## src/rtl/legv8_mem_interface.sv

```systemverilog
// Memory bus bridge between the LEGv8 datapath and RAM: turns a one-shot En_Ram
// request into a req/ready handshake, stalling the core and flagging bad accesses.
module legv8_mem_interface #(
  parameter int DATA_W     = 64,
  parameter int ADDR_W     = 64,
  parameter int ALIGN_BITS = 3,
  parameter int TIMEOUT    = 255,
  parameter int CNT_W      = 32
) (
  input  logic              clock,
  input  logic              reset,
  input  logic              cpu_enable,
  input  logic              cpu_write,
  input  logic [ADDR_W-1:0] cpu_address,
  input  logic [DATA_W-1:0] cpu_wdata,
  output logic [DATA_W-1:0] cpu_rdata,
  output logic              cpu_stall,
  output logic              mem_req,
  output logic              mem_write,
  output logic [ADDR_W-1:0] mem_address,
  output logic [DATA_W-1:0] mem_wdata,
  input  logic              mem_ready,
  input  logic [DATA_W-1:0] mem_rdata,
  input  logic              err_clear,
  output logic              err_align,
  output logic              err_timeout,
  output logic [CNT_W-1:0]  access_cnt,
  output logic [CNT_W-1:0]  wait_cnt
);

  typedef enum logic [1:0] {IDLE, BUSY, DONE, FAULT} state_t;

  localparam int TW = (TIMEOUT > 1) ? $clog2(TIMEOUT) : 1;
  localparam logic [TW-1:0] TO_LAST = TW'((TIMEOUT > 0) ? TIMEOUT - 1 : 0);
  localparam logic [ADDR_W-1:0] ALIGN_MASK = ~({ADDR_W{1'b1}} << ALIGN_BITS);

  state_t            state_q;
  logic              mem_req_q, mem_write_q;
  logic [ADDR_W-1:0] mem_address_q;
  logic [DATA_W-1:0] mem_wdata_q, cpu_rdata_q;
  logic              err_align_q, err_timeout_q;
  logic [CNT_W-1:0]  access_cnt_q, wait_cnt_q;
  logic [TW-1:0]     tcnt_q;

  logic [CNT_W-1:0]  access_cnt_d, wait_cnt_d;
  logic              misaligned;
  logic              timed_out;

  assign misaligned   = |(cpu_address & ALIGN_MASK);
  assign timed_out    = (TIMEOUT != 0) && (tcnt_q == TO_LAST);
  assign access_cnt_d = (&access_cnt_q) ? access_cnt_q : access_cnt_q + CNT_W'(1);
  assign wait_cnt_d   = (&wait_cnt_q) ? wait_cnt_q : wait_cnt_q + CNT_W'(1);

  always_ff @(posedge clock) begin
    if (reset) begin
      state_q       <= IDLE;
      mem_req_q     <= 1'b0;
      mem_write_q   <= 1'b0;
      mem_address_q <= '0;
      mem_wdata_q   <= '0;
      cpu_rdata_q   <= '0;
      err_align_q   <= 1'b0;
      err_timeout_q <= 1'b0;
      access_cnt_q  <= '0;
      wait_cnt_q    <= '0;
      tcnt_q        <= '0;
    end else begin
      // Clear first so a same-cycle set below wins.
      if (err_clear) begin
        err_align_q   <= 1'b0;
        err_timeout_q <= 1'b0;
      end
      unique case (state_q)
        IDLE: if (cpu_enable) begin
          mem_write_q   <= cpu_write;
          mem_address_q <= cpu_address;
          mem_wdata_q   <= cpu_wdata;
          if (misaligned) begin
            state_q     <= FAULT;
            err_align_q <= 1'b1;
            cpu_rdata_q <= '0;
          end else begin
            state_q   <= BUSY;
            mem_req_q <= 1'b1;
            tcnt_q    <= '0;
          end
        end
        BUSY: if (mem_ready) begin
          state_q      <= DONE;
          mem_req_q    <= 1'b0;
          access_cnt_q <= access_cnt_d;
          if (!mem_write_q) cpu_rdata_q <= mem_rdata;
        end else if (timed_out) begin
          // The expiring cycle ends the access rather than counting as another wait.
          state_q       <= FAULT;
          mem_req_q     <= 1'b0;
          err_timeout_q <= 1'b1;
          cpu_rdata_q   <= '0;
        end else begin
          tcnt_q     <= tcnt_q + TW'(1);
          wait_cnt_q <= wait_cnt_d;
        end
        DONE:    state_q <= IDLE;
        FAULT:   state_q <= IDLE;
        default: state_q <= IDLE;
      endcase
    end
  end

  assign cpu_stall   = ((state_q == IDLE) && cpu_enable) || (state_q == BUSY);
  assign cpu_rdata   = cpu_rdata_q;
  assign mem_req     = mem_req_q;
  assign mem_write   = mem_write_q;
  assign mem_address = mem_address_q;
  assign mem_wdata   = mem_wdata_q;
  assign err_align   = err_align_q;
  assign err_timeout = err_timeout_q;
  assign access_cnt  = access_cnt_q;
  assign wait_cnt    = wait_cnt_q;

endmodule

```

## config.mk

```make
export PLATFORM = sky130hd
export DESIGN_NAME = legv8_mem_interface
export DESIGN_NICKNAME = d
export VERILOG_FILES = /design/src/rtl/legv8_mem_interface.sv
export SDC_FILE = /design/constraint.sdc
export NUM_CORES = 1
export LEC_CHECK = 0
export ABC_AREA = 1
export CAP_MARGIN = 20
export CORE_ASPECT_RATIO = 0.6
export CORE_UTILIZATION = 35
export CTS_CLUSTER_SIZE = 25
export DETAILED_ROUTE_END_ITERATION = 7
export GPL_TIMING_DRIVEN = 0
export HOLD_SLACK_MARGIN = 0.1
export PLACE_DENSITY = 0.63
export SLEW_MARGIN = 20
export SYNTH_ARGS = -nofsm -noshare
export SYNTH_HDL_FRONTEND = slang
export SYNTH_SLANG_ARGS = --single-unit
```

## constraint.sdc

```tcl
create_clock -name clock -period 1.9 [get_ports clock]
set_input_delay 0.19 -clock clock [delete_from_list [all_inputs] [get_ports clock]]
set_output_delay 0.19 -clock clock [all_outputs]
set_load 0.01 [all_outputs]
```

After elaboration in Yosys (flattened, before gate mapping)
Index checks and enable logic that the tools add are counted.
- logic and storage cells: 73
- output and inout bits: 261
- bits in registers: 270
- add/sub/neg operators: 3
- bitwise logic cells: 4
- reduce and logical (&&, ||, !) cells: 15
- muxes and demuxes: 29
- eq/ne operators: 11
- operators with widths (kind ; count):
    $mux W64 ; 5
    $pmux W64 S2 ; 1
    $add A32 B1 Y32 const B ; 2
    $reduce_and A32 Y1 ; 2
    $mux W8 ; 4
    $pmux W8 S2 ; 1
    $mux W1 ; 12
    $ne A2 B2 Y1 const B ; 5
    $reduce_and A5 Y1 ; 2
    $add A8 B1 Y8 const B ; 1
    $eq A8 B8 Y1 const B ; 1
    $mux W2 ; 4
    $reduce_and A4 Y1 ; 2
    $ne A3 B3 Y1 const B ; 2
    $pmux W2 S3 ; 1
    $eq A2 B2 Y1 const B ; 2
    $not A1 Y1 ; 4
    $reduce_and A2 Y1 ; 2
    $reduce_and A3 Y1 ; 1
    $reduce_or A3 Y1 ; 1
    $eq A2 B1 Y1 const B ; 1
    $logic_not A2 Y1 ; 1
    $pmux W1 S2 ; 1
    $reduce_bool A2 Y1 ; 1
    3 further kinds ; 3

Longest topological paths before layout
- depth in word-level cells: 4
- gate-level depth with buffers: 13
- mapped depth without buffers: 12

Worst setup path before layout
No wires, ideal clock.
- path kind: register to register
- start: reg access_cnt_q[0] (netlist: access_cnt[0])
- end: reg access_cnt_q[25] (netlist: access_cnt[25])
- stages on the path, launching flop included: 12
- arrival: 1714 ps
- setup slack: 49 ps
- path buffers: 1
- data required time: 1762 ps
- cell sequence: dfxtp_1 > ha_1 > inv_1 > nor2_4 > nand2_2 > nor2_4 > nand3_4 > nand2_4 > inv_2 > buf_2 > nand2_1 > a21oi_2
- longest elaborated chain between the ends: 3
- elaborated cells on any way between the ends: 4
- those cells by class: 1 x add/sub; 1 x bitwise; 2 x reduce/logical
- ends and longest elaborated chain (element ; RTL line ; text):
    start: declaration ; 42 ; logic [CNT_W-1:0] access_cnt_q, wait_cnt_q;
    start signal: assignment ; 91 ; access_cnt_q <= access_cnt_d;
    branches (longest 3 deep; another with $add A32 B1 Y32) ; n/a ;
Several ways; the timed one is not identified.
A chain may end at the register's enable or synchronous reset.

Worst setup path after layout
- start: reg wait_cnt_q[3] (netlist: wait_cnt[3])
- end: out wait_cnt[3]
- RTL lines (element ; RTL line ; text):
    start: declaration ; 42 ;
    start signal: assignment ; 101 ; wait_cnt_q <= wait_cnt_d;
    end: declaration ; 28 ; output logic [CNT_W-1:0] wait_cnt
No word-level cell between the ends.

==> metrics.md <==
| Metric | Value |
|---|---|
| Main synth FF type | `dfxtp_1` |
| Share of cells above drive strength 1 | `10.34%` |
| Detailed Place HPWL | `36,530 um` |
| Vias after detailed routing | `around 13,000` |
| Setup crit end kind | `output pin` |
| Max-slew violations | `0` |
| CTS tree | `yes` |
| Clock latency on the worst-skew pair | `roughly 0.56 ns` |
| 1st-pass router iterations | `5` |
| Async SR Flop Fraction | `0%` |
| WP buf/inv | `1` |
| Syn Nets | `1,992` |
| Row count | `52` |
| Place WS | `-0.6730 ns` |
| Sequential share of the synthesized area | `44.65%` |
| Hold-fix buffers at CTS | `0` |
| Critical path, cell by cell | `clkdlybuf4s50_1` |
| Synth warnings | `0` |
| Slew margin rel. | `around 48%` |
| Pwr dens | `841.5 nW/um^2` |
| Largest net degree at the start of global routing | `15` |
| Antenna Violating Nets Remaining | `0` |
| CP required | `1.71 ns` |
| Status | `finished clean` |
| Die area | `35,360 sq um` |
| First-pass GRT wire length | `70,610 um` |
| Worst Tran Pin Value | `0.7849 ns` |
| Total CTS buffers | `28` |
| Worst hold path class | `in -> reg` |
| Area share of the largest cell type after synthesis | `44.65%` |
| Worst hold margin | `0.1503 ns` |
| Drt via density | `4.845` |
| Part of the cycle the worst path needs | `97.88%` |
| P_leak | `6.931 nW` |
| Gr ovfl total | `0` |
| VDD IR max | `671.4 uV` |
| Startpoint Class | `register` |
| Mapped Area | `between 10,000 and 15,000 sq um` |
| Die Wd | `242.1 um` |
| Routed wire length | `47,080 um` |
| Max frequency | `537.7 MHz` |
| Post-synth top area cell | `dfxtp_1` |
| H-tree Lvls | `1` |
| Netlist cell types | `30` |
| Starting Density | `between 30% and 40%` |
| Nets | `2,494` |
| Initial antenna violation count | `3` |
| Clk buf depth | `3` |
| Top Family by Delay on Critical Path | `buffers and inverters` |
| MaxCap Viol Count | `0` |
| Initial drt markers | `between 900 and 1,000` |
| Flops & latches, synth | `270` |
| Final Hold Viols | `0` |
| Clk sinks | `270` |
| Remaining DRCs | `0` |
| Crit-path max FO | `6` |
| Syn Area/Cell | `6.763 sq um` |
| Most frequent cells in the layout | `nor2_1 (566), clkdlybuf4s50_1 (456), nand2_1 (371)` |
| Commonest non-fill, non-tap cell in the layout | `nor2_1` |
| Setup WS post-layout | `around 0.04 ns` |
| Cell count after synthesis | `around 1,800` |
| # IOs | `459` |
| Synth top area cells | `dfxtp_1 (45%), nor2_1 (18%), nand2_1 (12%), o21ai_0 (7.5%), clkbuf_1 (2.1%)` |
| Number of global-route vias before repair | `12,130` |
| Synth-to-layout area growth | `54.67%` |
| Die extent in y | `146.1 um` |
| Min Tclk post-route | `between 1.5 and 2 ns` |
| Finish-stage setup viols | `0` |
| Crit path largest cell delay | `0.62 ns` |
| Crit path kind | `reg -> out` |
| PortBufs | `457` |
| Number of synthesized flops with an enable pin | `0` |
| GRT Util Overall | `25.42%` |
| Clock slew at reported path FFs | `0.07 ns` |
| Wire per inst | `between 15 and 20 um` |
| CTS root buffer | `clkbuf_16` |
| Crit path arrival time | `1.67 ns` |
| CORE AREA | `33,900 sq um` |
| Skew final | `~0.029 ns` |
| Crit path max-delay cell type | `clkdlybuf4s50_1` |
| Routability cong. | `0.9486` |
## final timing paths
| kind | from | end | slack (ns) | cells past startpoint |
|---|---|---|---|---|
| max | wait_cnt[3]$_SDFFE_PP0P_ | wait_cnt[3] | 0.04 | 1 |
| min | reset | err_align$_SDFF_PP0_ | 0.15 | 2 |
| max reg2reg | tcnt_q[0]$_SDFFE_PP0P_ | wait_cnt[29]$_SDFFE_PP0P_ | 0.08 | 13 |
| min reg2reg | err_timeout$_SDFF_PP0_ | err_timeout$_SDFF_PP0_ | 0.47 | 2 |
## through the flow
step	std cells	TNS (ns)	cell area [sq um]	power (W)	utilization, %
floorplan	1790	0	12110	0.007988	-
global placement	2706	-64.26	17250	0.009881	50.90
detailed placement	2706	-68.59	17250	0.009954	50.90
CTS	2756	-0.06157	18350	0.01576	54.13
global route	2772	-0.07628	18720	0.01645	55.23
finish	2772	0	18720	0.01576	55.23
## timing repair
action                     4_1_cts  5_1_grt
setup endpoints to repair      220      166
pin swaps                        3        4
resized for setup               51      152
gates cloned                     0        1
setup buffers                    1       13
## layer usage
layer | GRT usage, % | part of all wire, % | routed length, um
met1 | 35.31 | 46 | 21770
met2 | 39.54 | 44 | 20730
met3 | 5.276 | 6.8 | 3178
met4 | 7.753 | 3.0 | 1396
met5 | 0 | 0 | 0
## flip-flops by register name, summed over array words and instances (netlist names)
name,flops
cpu_rdata,64
mem_address,64
mem_wdata,64
access_cnt,32
wait_cnt,32
tcnt_q,8
state_q,2
err_align,1
err_timeout,1
mem_req,1
mem_write,1
## cells by family (layout without fill, tap and decap cells)
kind of cell	after synthesis	after routing	share of synthesized area (%)
flops	270	270	44.65
buf+inv	153	674	5.406
xor+xnor	27	27	1.953
compound gates	269	269	11.81
simple gates	1067	1067	35.76
fa+ha+maj	4	4	0.4135
other cells	0	2	0
## cells in the mapped netlist (2+ instances only)
| cell type | count |
|---|---|
| a21oi_1 | 43 |
| a21oi_2 | 21 |
| and2_1 | 3 |
| buf_1 | 5 |
| buf_2 | 16 |
| buf_6 | 3 |
| buf_8 | 3 |
| clkbuf_1 | 68 |
| dfxtp_1 | 270 |
| ha_1 | 4 |
| inv_1 | 52 |
| inv_2 | 5 |
| nand2_1 | 374 |
| nand2_2 | 17 |
| nand2_4 | 2 |
| nand3_1 | 49 |
| nand3_4 | 2 |
| nand3b_1 | 24 |
| nand4_1 | 8 |
| nor2_1 | 576 |
| nor2_4 | 7 |
| nor3_1 | 4 |
| o21ai_0 | 182 |
| o21ai_1 | 21 |
| xnor2_1 | 17 |
| xor2_1 | 10 |
## final cells by class
cell class                      instances  area (sq um)
Timing Repair Buffer                  472          4700
Inverter                               57         224.0
Clock inverter                         11         110.1
Multi-Input combinational cell       1367          6203
Clock buffer                           38         839.6
Sequential cell                       270          5482
Antenna cell                            2         5.005
Buffer                                 96         585.6
Fill cell                            3235         15170
Tap cell                              459         574.3
## where the power goes
part	internal, W	switching [W]	total [W]
Clock	0.00334	0.00239	0.00573
Combinational	0.00177	0.00180	0.00357
Sequential	0.00617	0.000278	0.00645
No activity file was read; power rests on OpenSTA's default activity.
==> RTL change 1: new RTL, same flow settings <==
Put one more register stage on the output `access_cnt`, with the module's reset. The value now appears one clock later. The other outputs are not delayed to match.
--- a/src/rtl/legv8_mem_interface.sv
+++ b/src/rtl/legv8_mem_interface.sv
@@ -115,7 +115,13 @@
   assign mem_wdata   = mem_wdata_q;
   assign err_align   = err_align_q;
   assign err_timeout = err_timeout_q;
-  assign access_cnt  = access_cnt_q;
+  always_ff @(posedge clock) begin
+    if (reset) begin
+      access_cnt <= '0;
+    end else begin
+      access_cnt <= access_cnt_q;
+    end
+  end
   assign wait_cnt    = wait_cnt_q;
 
 endmodule
Check against the original RTL: not equivalent (Yosys sat finds a counterexample within 4 cycles, from zero or initial values and one cycle with reset high).
==> RTL change 1 against the original RTL <==
- count of clock-buffer cells in the layout up 2
- power up 8.4%
- sequential power up 10%
- synthesized area up 7.7%
- sequential cell count up 32
- core utilization down 0.85 points
- sequential share of layout area up 1.4 points
- wire length up 7.3%
- setup slack worse by 0.0026 ns
- largest power group unchanged
- maximum frequency down 0.14%
- cell area up 6.0%
- synthesized cell count up 5.6%
==> RTL change 1: results (changes against the original RTL) <==
| Metric | Value |
|---|---|
| Outcome | `finished, final reports clean` |
| Syn_nets | `2093 (+5.1%)` |
| Placed cells | `2825 (+4.4%)` |
| Layout net count | `2607 (+4.5%)` |
| Filler Cell Count | `3513 (+8.6%)` |
| Met2 usage | `39.4% (-0.12 points)` |
| Adder-cell area share of the yosys netlist | `0.384% (-0.030 points)` |
| Register area share after synthesis | `46.4% (+1.7 points)` |
| Share of layout cells above drive strength 1 | `10.5% (+0.16 points)` |
| Via Count | `14000 (+4.4%)` |
| Post-synthesis compound-gate area fraction | `11.0% (-0.77 points)` |
| Pleak | `0.00745 µW (+7.5%)` |
| Post-CTS setup buffers | `2 (+1)` |
| Mean Syn Cell Area | `6.90 µm² (+2.0%)` |
| Placed Area | `18200 µm² (+5.6%)` |
| Hpwl dp | `39100 µm (+7.1%)` |
| Met3 Routed Length | `3650 µm (+15%)` |
| Top routing layer in use | `met5` |
| Number of buffers created by CTS | `30 (+7.1%)` |
| Hold depth | `3 (+1)` |
| Met2 WL | `22100 µm (+6.7%)` |
| Vias in the first global route | `12600 (+3.7%)` |
| Hold Path Origin | `cpu_address[39]` |
| Met1 WL | `23400 µm (+7.4%)` |
| GRT met3 Usage | `6.08% (+0.81 points)` |
| Vias/cell | `4.82 (-0.45%)` |
| Worst-Skew Late Latency | `0.57 ns` |
| Reg2reg start | `state_q[0]` |
| Resize count post-CTS | `58 (+14%)` |
| Pin count of the biggest net entering global routing | `20 (+5)` |
| GRT Total Usage | `25.4% (-0.051 points)` |
| Netlist cell types | `34 (+13%)` |
| Placement Setup Slack | `-0.874 ns (-0.201 ns)` |
| Final Skew | `0.0135 ns (-0.0155 ns)` |
| Crit path to | `wait_cnt[22]` |
| Hold slack | `0.248 ns (+0.0979 ns)` |
| Worst-Margin Slew | `0.749 ns (-0.0360 ns)` |
| Synth cell count leaders | `nor2_1 (607), nand2_1 (373), dfxtp_1 (302)` |
| First-pass GRT wire length | `74500 µm (+5.6%)` |
| Top cells by area, synth | `dfxtp_1 (46%), nor2_1 (17%), nand2_1 (11%)` |
| DR WL/cell | `17.4 µm (+2.3%)` |
| PortBufs | `458 (+0.22%)` |
| Synth Area in XOR/XNOR | `1.48% (-0.48 points)` |
| Global routing usage on met1 | `35.1% (-0.22 points)` |
| Final worst slack | `0.0377 ns (-0.00261 ns)` |
| Critical Path Start | `wait_cnt[22]` |
| Peak supply drop | `0.000626 V (-6.8%)` |
RTL change 1: cell count changes in the layout (fill, tap and decap cells not counted), moves of 12 or more:
cell,delta
dfxtp_1,+53
nor2_1,+34
inv_1,+26
dfxtp_2,-20
nand3b_1,-12
RTL change 1: report_power, final:
group	internal [µW]	switching [µW]	total, µW
logic	1810	1850	3660
clock network	3660	2640	6300
registers	6850	277	7120
total	12300	4770	17100
RTL change 1: layout make-up:
cell class / instances / area [µm²] / area share, %
Buffer: 99 / 612 / 3.08
Clock inverter: 15 / 164 / 0.826
Timing Repair Buffer: 483 / 4790 / 24.1
Sequential cell: 302 / 6090 / 30.7
Multi-Input combinational cell: 1404 / 6360 / 32.1
Clock buffer: 40 / 880 / 4.43
Antenna cell: 2 / 5.00 / 0.0252
Inverter: 85 / 338 / 1.70
Tap cell: 476 / 596 / 3.00
==> RTL change 2: new RTL, config.mk and constraints unchanged <==
Made on the original files. The parameter `ADDR_W` goes from 64 to 56.
--- a/src/rtl/legv8_mem_interface.sv
+++ b/src/rtl/legv8_mem_interface.sv
@@ -2,7 +2,7 @@
 // request into a req/ready handshake, stalling the core and flagging bad accesses.
 module legv8_mem_interface #(
   parameter int DATA_W     = 64,
-  parameter int ADDR_W     = 64,
+  parameter int ADDR_W     = 56,
   parameter int ALIGN_BITS = 3,
   parameter int TIMEOUT    = 255,
   parameter int CNT_W      = 32
Interface: changed (resized cpu_address and mem_address); port bits go from 459 to 443. No check against the original RTL was run, so the function may have changed too.
==> RTL change 2 against the original RTL <==
- via count decreased by 4.7%
- core utilization increased by 0.28 points
- non-clock buffer count decreased by 14
- wire length is 5.8% lower
- cell area down 2.8%
- synthesized area is 2.4% lower
- sequential share of layout area fell by 0.092 points
- setup slack improved by 0.0076 ns
- sequential cell count is 8 lower
- clock skew fell by 0.017 ns
- combinational power is 34% lower
- power shrank 13%
- critical endpoint is now cpu_rdata[46]
- largest cell class unchanged
- largest power group unchanged
==> RTL change 2: results (changes against the original RTL) <==
| Metric | Value |
|---|---|
| Peak supply drop | `0.000608 V (-9.4%)` |
| PortBufs | `442 (-3.3%)` |
| Starting DRT DRC Count | `849 (-12%)` |
| DR WL/cell | `16.8 µm (-1.0%)` |
| Routability cong. | `0.915 (-3.6%)` |
| Hpwl dp | `33800 µm (-7.4%)` |
| Final Skew | `0.0118 ns (-0.0171 ns)` |
| Top cells by area, synth | `dfxtp_1 (44%), nand2_1 (14%), nor2_1 (12%)` |
| Synth cell count leaders | `nand2_1 (428), nor2_1 (365), dfxtp_1 (262)` |
| Internal Power | `10100 µW (-11%)` |
| Number of buffers created by CTS | `27 (-3.6%)` |
| Netlist cell types | `31 (+3.3%)` |
| Filler Cell Count | `3169 (-2.0%)` |
| Seq pwr share | `43.5% (+2.6 points)` |
| Vias in the first global route | `11700 (-3.1%)` |
| First-pass GRT wire length | `66700 µm (-5.6%)` |
| Vias/cell | `4.85 (+0.18%)` |
| Clock network power share | `39.3% (+2.9 points)` |
| Outcome | `finished, final reports clean` |
| Antenna diodes | `0 (-2)` |
| Syn_nets | `1876 (-5.8%)` |
| Share of layout cells above drive strength 1 | `10.9% (+0.59 points)` |
| Pleak | `0.00653 µW (-5.7%)` |
| Worst Path Max Fanout | `5 (-1)` |
| Layout net count | `2365 (-5.2%)` |
## RTL change 2: changes by cell type in the layout (fill, tap and decap cells not counted), moves of 6 or more
| cell | delta |
|---|---|
| buf_2 | +15 |
| o21ai_0 | -14 |
| clkbuf_2 | +8 |
| inv_1 | -12 |
| o21ai_2 | -19 |
| nor2_1 | -210 |
| nand3b_1 | +64 |
| a21oi_1 | +68 |
| dfxtp_2 | -6 |
| o21ai_1 | -38 |
| nand2_1 | +53 |
| clkdlybuf4s50_1 | -17 |
| clkbuf_1 | -18 |
## RTL change 2: final timing paths
| check | depth (start not counted) | slack (ns) | to | start |
|---|---|---|---|---|
| worst max-delay path | 13 | 0.05 | cpu_rdata[46] | tcnt_q[0] |
| worst min-delay path | 3 | 0.22 | mem_address[2] | cpu_address[2] |
| worst max register to register | 13 | 0.05 | cpu_rdata[46] | tcnt_q[0] |
| worst min register to register | 2 | 0.46 | cpu_rdata[8] | cpu_rdata[8] |
## RTL change 2: per-stage QoR
step                      setup slack, ns  TNS, ns  cell area (µm²)  instances
after detailed placement           -0.607   -86.09            16800       2574
after global placement             -0.584   -83.01            16800       2574
after global routing              -0.0192   -0.183            18200       2637
after floorplan                    0.0578        0            11800       1682
after CTS                         0.00334        0            17800       2619
final                              0.0480        0            18200       2637
## RTL change 2: layout make-up
class	count	area share, %
multi-input cells	1280	33.5
flip-flops and latches	262	29.2
repair buffers	459	25.3
clock buffers	36	4.23
plain buffers	95	3.18
well taps	450	3.09
inverters	46	0.976
clock inverters	9	0.563
## RTL change 2: worst max-delay path: stages (launching register included)
cell,delay [ns]
dfxtp_4,0.36
inv_4,0.06
ha_4,0.13
nand2_4,0.05
nor2_4,0.12
nand2_1,0.07
inv_2,0.08
nor2_4,0.05
nor2_4,0.25
nand2_4,0.14
buf_6,0.15
clkbuf_16,0.15
nand2_1,0.05
a21oi_1,0.05
## RTL change 2: metal layers
layer  wire, µm  GRT usage (%)  up-vias
met5          0              0        -
met4        739           4.96        0
met3       2960           5.17       48
met2      19600           38.2      359
met1      21000           35.1     6004
li1           -              -     6388
## RTL change 2: cell families after synthesis
kind of cell / after synthesis / synth area share, %
flip-flops: 262 / 44.4
buffers and inverters: 141 / 5.39
AND/OR/NAND/NOR: 985 / 36.3
adder cells (fa/ha/maj): 4 / 0.424
AO/OA/AOI/OAI: 263 / 11.5
XOR/XNOR: 27 / 2.00
## RTL change 2: timing repair
| item | CTS | global route |
|---|---|---|
| endpoints found under the hold margin | 0 | 0 |
| resized for setup | 35 | 132 |
| hold buffers | 0 | 0 |
| gates cloned | 0 | 4 |
| setup endpoints to repair | 211 | 192 |
| setup buffers | 0 | 14 |
| pin swaps | 0 | 7 |
